[src/rtl/cla_seq.sv]
// cla_seq: host-side operand sequencer for the registered CLA add/sub unit; done at E0+4+SETTLE_CYCLES, ready only in IDLE.
// Optional CLA_SEQ_CHECK_EN adds a mismatch output comparing the captured alu_r with a local add/sub model.
module cla_seq #(
  parameter int WIDTH         = 4,
  parameter int SETTLE_CYCLES = 2
) (
  input  logic             clk,
  input  logic             reset,
  input  logic             start,
  input  logic [WIDTH-1:0] op_a,
  input  logic [WIDTH-1:0] op_b,
  input  logic             op_sub,
  input  logic             abort,
  output logic             ready,
  output logic             done,
  output logic [WIDTH-1:0] result,
  output logic [3:0]       flags_znvc,
  output logic [WIDTH-1:0] alu_a,
  output logic [WIDTH-1:0] alu_b,
  output logic             alu_addsub,
  output logic             alu_load,
  output logic             alu_submit,
  input  logic [WIDTH-1:0] alu_r,
  input  logic [3:0]       alu_flags
`ifdef CLA_SEQ_CHECK_EN
  ,
  output logic             mismatch
`endif
);

  typedef enum logic [2:0] {
    IDLE   = 3'd0,
    LOAD   = 3'd1,
    SETTLE = 3'd2,
    SUBMIT = 3'd3,
    CAPT   = 3'd4,
    DONE   = 3'd5
  } state_t;

  localparam logic [3:0] SETTLE_INIT = 4'(SETTLE_CYCLES);

  state_t     state, state_nxt;
  logic [3:0] cnt;
  logic       accept;

  assign accept = (state == IDLE) && start && !abort;

`ifdef CLA_SEQ_CHECK_EN
  logic [WIDTH-1:0] expected;
  assign expected = alu_addsub ? (alu_a - alu_b) : (alu_a + alu_b);
`endif

  always_ff @(posedge clk or posedge reset) begin
    if (reset) begin
      state      <= IDLE;
      cnt        <= '0;
      alu_a      <= '0;
      alu_b      <= '0;
      alu_addsub <= 1'b0;
      result     <= '0;
      flags_znvc <= '0;
`ifdef CLA_SEQ_CHECK_EN
      mismatch   <= 1'b0;
`endif
    end else begin
      state <= state_nxt;
      // cnt is loaded in LOAD so SETTLE sees the full count on its first cycle
      if (state == LOAD) begin
        cnt <= SETTLE_INIT;
      end else if (state == SETTLE) begin
        cnt <= cnt - 4'd1;
      end
      if (accept) begin
        alu_a      <= op_a;
        alu_b      <= op_b;
        alu_addsub <= op_sub;
      end
      if ((state == CAPT) && !abort) begin
        result     <= alu_r;
        flags_znvc <= alu_flags;
`ifdef CLA_SEQ_CHECK_EN
        mismatch   <= (alu_r != expected);
`endif
      end
    end
  end

  always_comb begin
    state_nxt  = state;
    ready      = 1'b0;
    done       = 1'b0;
    alu_load   = 1'b0;
    alu_submit = 1'b0;
    case (state)
      IDLE: begin
        ready = 1'b1;
        if (accept) state_nxt = LOAD;
      end
      LOAD: begin
        alu_load  = 1'b1;
        state_nxt = (SETTLE_INIT == 4'd0) ? SUBMIT : SETTLE;
      end
      SETTLE: begin
        if (cnt <= 4'd1) state_nxt = SUBMIT;
      end
      SUBMIT: begin
        alu_submit = 1'b1;
        state_nxt  = CAPT;
      end
      CAPT: begin
        state_nxt = DONE;
      end
      DONE: begin
        done      = 1'b1;
        state_nxt = IDLE;
      end
      default: begin
        state_nxt = IDLE;
      end
    endcase
    if (abort && (state != IDLE)) state_nxt = IDLE;
  end

endmodule

[config.mk]
export PLATFORM = sky130hd
export DESIGN_NAME = cla_seq
export DESIGN_NICKNAME = d
export VERILOG_FILES = /design/src/rtl/cla_seq.sv
export SDC_FILE = /design/constraint.sdc
export NUM_CORES = 1
export LEC_CHECK = 0
export CAP_MARGIN = 20
export CORE_UTILIZATION = 42
export CTS_CLUSTER_DIAMETER = 100
export CTS_CLUSTER_SIZE = 25
export DETAILED_ROUTE_END_ITERATION = 7
export PLACE_DENSITY = 0.88
export SLEW_MARGIN = 20
export SYNTH_ARGS = -nofsm -noshare
export SYNTH_HDL_FRONTEND = slang
export SYNTH_SLANG_ARGS = --single-unit
export TNS_END_PERCENT = 100
[constraint.sdc]
create_clock -name clk -period 1.95 [get_ports clk]
set_input_delay 0.195 -clock clk [delete_from_list [all_inputs] [get_ports clk]]
set_output_delay 0.195 -clock clk [all_outputs]
set_load 0.1 [all_outputs]
---- Word level (Yosys, flattened, before mapping) ----
Index checks and enable logic that the tools add are counted.
Widths: inputs -> output; s select.
word-level totals
  bits in registers ....................... 24
  input bits .............................. 21
  output and inout port bits .............. 21
  logic and storage cells ................. 35
cells by class
  $add $sub $neg .......................... 1
  $lt $le $gt $ge ......................... 1
  eq/ne operators ......................... 7
  multiplexer cells ....................... 10
  reduce and logical (&&, ||, !) cells .... 9
operators with widths
  operator             count
  $pmux 3 s5           1
  $mux 3               3
  $mux 4               2
  $eq 3x2->1 const B   2
  $eq 3x3->1 const B   2
  $le 4x1->1 const B   1
  $logic_and 1x1->1    4
  $mux 1               4
  $sub 4x1->4 const B  1
  $eq 3x1->1 const B   1
  $logic_not 3->1      1
  $ne 3x1->1 const B   1
  $ne 3x2->1 const B   1
  $reduce_bool 3->1    1
  $reduce_and 2->1     1
  $reduce_bool 2->1    1
  $logic_not 1->1      1

---- Logic depth before layout (Yosys ltp) ----
  depth in word-level cells ............... 6
  depth in mapped cells ................... 5
  gate-level depth less buffers ........... 5

---- Worst setup path after synthesis ----
OpenSTA, ideal clock, no wires.
  kind .................................... reg-to-reg
  start ................................... reg state[0]
  end ..................................... reg alu_a[0]
  library setup time ...................... 126 ps
  arrival time ............................ 2524 ps
  required time ........................... 1824 ps
  path slack .............................. -700 ps
  cell stages (with the launch flop) ...... 5
  buffers on the path ..................... 1
  period minus slack after synthesis ...... 2650 ps
  path through ............................ dfrtp_1 -> clkbuf_1 -> nor3_2 -> nand3_2 -> mux2_2
between the ends
  longest elaborated chain between the ends .. 3
RTL lines
  element                          RTL line  source
  start: declaration               42        state_t state, state_nxt;
  start signal: assignment         66        state <= state_nxt;
  $logic_not 3->1                  46        assign accept = (state == IDLE) && start && !abort;
  $logic_and 1x1->1 (2 in series)  46
  end signal: assignment           74        alu_a <= op_a;
  end: declaration                 18        output logic [WIDTH-1:0] alu_a,
No other way between the ends.
A chain may end at the register's enable or synchronous reset.

---- Worst setup path in the final report ----
  start ................................... reg state[1]
  end ..................................... out alu_submit
between the ends
  longest elaborated chain between the ends .. 2
RTL lines
  element           RTL line  source
  $eq 3x2->1        94        case (state)
  $mux 1            94
  end: declaration  22        output logic alu_submit,
No other way between the ends.

==> run metrics <==
Detail Placement HPWL=roughly 1800 um; cells after synthesis=83; sequential cell area fraction in the yosys report=55.6%; core box area=0.00245 mm2; Die Area=0.00278 mm2; clock buffer depth=2; Worst R2R Start=state[1]; data required time at the worst endpoint=1.75 ns; Total GRT Usage=20.0%; Initial Util=between 40% and 50%; Mapped Nets=between 100 and 150; initial antenna violation count=0; P&R area growth vs syn=44.6%; Rel. slew slack=just over 60%; Comb power frac=63.0%; sw power=0.00153 W; Die Span Y=about 53 um; Final setup violation count=0; most frequent cells in the layout=dfrtp_1, clkdlybuf4s50_1, buf_4, mux2_2, inv_1; crit path kind=flop to primary output; Residual DRC=0; nets=151; Slew Limit Fails=0; drt first pass iters=4; CP Data Arrival Time=1.64 ns; largest net degree at the start of global routing=25; Crit Reg-Reg Endpoint=flags_znvc[3]; Worst Hold Class=input port to async pin; r2r setup slk=0.38 ns; LEAKAGE=0.705 nW; layout cell share with drive strength beyond 1=38.9%; RSZ-0062 raised after global routing=no; dpl ws=0.240 ns; CTS sink count=24; CTS root buf=clkbuf_4; Switching Fraction=56.8%; CTS tree=built; Synth warnings=0; sequential power share=29.1%; routed wire length=2290 um; CP max FO=7; routed vias/inst=5.29; DRT iter0 DRCs=4; global-route wire length before repair=3870 um; Yosys reg bits=24; row cnt=18; Avg Inst Size Synth=13.0 um2; Int Pwr=around 0.0012 W; CP Capture Type=primary output; gpl congestion=slightly above 0.8; status=completed; DR WL met2=1160 um; chip width=52.7 um; Via Count=825; Final Hold Fails=0; clock transition at the registers of the reported paths=between 0.1 and 0.15 ns; f_max=546 MHz; Highest Signal Layer=met4; Power, Total=0.00270 W; Tcrit/Tclk final=93.9%; PwrDens=around 1700 mW/mm2; vias in the first global route=885; drt wl/cell=14.7 um; Max Cap Violations=0; number of antenna repair diodes=0; Tmin final=1.83 ns; startpoint types=flop; Fin Clk Skew=a little over 0.002 ns; Antenna Violating Nets Remaining=0; Layout Utilization=63.6%; Peak supply drop=1.61 mV; Overflow after GRT=0; I/O pins=42; clock power share=7.9%; Mapped Area=0.00108 mm2; worst skew pair latency=0.31 ns; setup ws final=0.118 ns; CTS buffer count=3; DR WL met3=168 um; Reg2Reg Depth=2; most common cell after layout, fill and taps aside=dfrtp_1; Met1 Routed Length=911 um; synth unique cells=29; Slew @ Worst Pin=0.570 ns; IO buf count=41; CTS H-tree depth=1
==> area by class of cell <==
cell class	count	area (um2)
inverter	7	26.3
sequential	24	601
tap	30	37.5
clock buffer	3	22.5
timing repair buffer	44	430
multi-input combinational	48	444
fill	198	893
==> synthesized netlist by cell type <==
library cell   n  area [um2]
inv_1          6        22.5
a22oi_1        2        15.0
nor3_1         3        15.0
a211oi_1       1        7.51
xnor2_1        1        8.76
dfrtp_1       24         601
mux2_2        17         191
a221oi_1       1        8.76
nor3_2         1        10.0
nor2b_1        1        6.26
buf_6          1        11.3
and2_1         1        6.26
mux2i_1        1        10.0
o211ai_1       1        7.51
nor4b_1        1        8.76
o21ai_0        3        15.0
o21bai_1       1        7.51
buf_2          2        10.0
o22a_1         1        8.76
a21oi_1        3        15.0
nand3_2        1        10.0
and3_1         2        12.5
ha_1           2        25.0
clkbuf_1       1        3.75
nor4_4         1        21.3
inv_2          1        3.75
a21o_1         1        7.51
o22ai_1        1        6.26
nor2_1         1        3.75
==> routing by layer <==
| metal | GRT usage, % | vias to the layer above |
|---|---|---|
| met3 | 6.38 | 6 |
| li1 | - | 382 |
| met4 | 11.4 | 0 |
| met2 | 30.6 | 42 |
| met1 | 24.8 | 395 |
| met5 | 0 | - |
==> worst max-delay path, stage by stage (launching register included) <==
cell and delay (ns):
dfrtp_1 0.57, nor2b_2 0.33, and2_1 0.24, buf_12 0.19
==> registers in the layout, indices dropped and copies added (netlist names) <==
register / count
alu_a: 4
alu_b: 4
cnt: 4
flags_znvc: 4
result: 4
state: 3
alu_addsub: 1
==> logic make-up after synthesis <==
group | share of synthesized area [%]
AO/OA/AOI/OAI | 9.15
XOR/XNOR | 0.811
adder cells (fa/ha/maj) | 2.32
buffers and inverters | 4.75
flip-flops | 55.6
multiplexers | 18.7
AND/OR/NAND/NOR | 8.69
==> worst max path at each step <==
| stage | start | slack (ns) | cells past startpoint | end |
|---|---|---|---|---|
| final | state[1] | 0.12 | 3 | alu_submit |
| after global routing | state[1] | 0.04 | 3 | alu_submit |
| after CTS | state[1] | 0.02 | 3 | alu_submit |
| after detailed placement | abort | 0.24 | 3 | flags_znvc[0] |
| after global placement | abort | 0.28 | 3 | flags_znvc[0] |
| after floorplan | state[0] | -0.12 | 4 | alu_a[0] |
==> power groups by stage <==
stage	Combinational (W)	Sequential, W	Clock (W)
2_1_floorplan	0.000385	0.00171	0
3_3_place_gp	0.00166	0.000781	0
3_5_place_dp	0.00171	0.000795	0
4_1_cts	0.00171	0.000786	0.000220
5_1_grt	0.00176	0.000806	0.000238
6_report	0.00170	0.000785	0.000213
==> repair_timing <==
item / 4_1_cts / 5_1_grt
hold buffers: 0 / 0
resized for setup: 0 / 1
endpoints found under the setup margin: 0 / 1
setup buffers: 0 / 0
==> per-stage QoR <==
step	cell area [um2]	hold slack [ns]	std cells	TNS, ns
2_1_floorplan	1090	0.210	83	-1.07
4_1_cts	1560	0.208	156	0
5_1_grt	1560	0.252	156	0
3_3_place_gp	1540	0.490	153	0
6_report	1560	0.208	156	0
3_5_place_dp	1540	0.495	153	0
No activity file was read; power rests on OpenSTA's default activity.
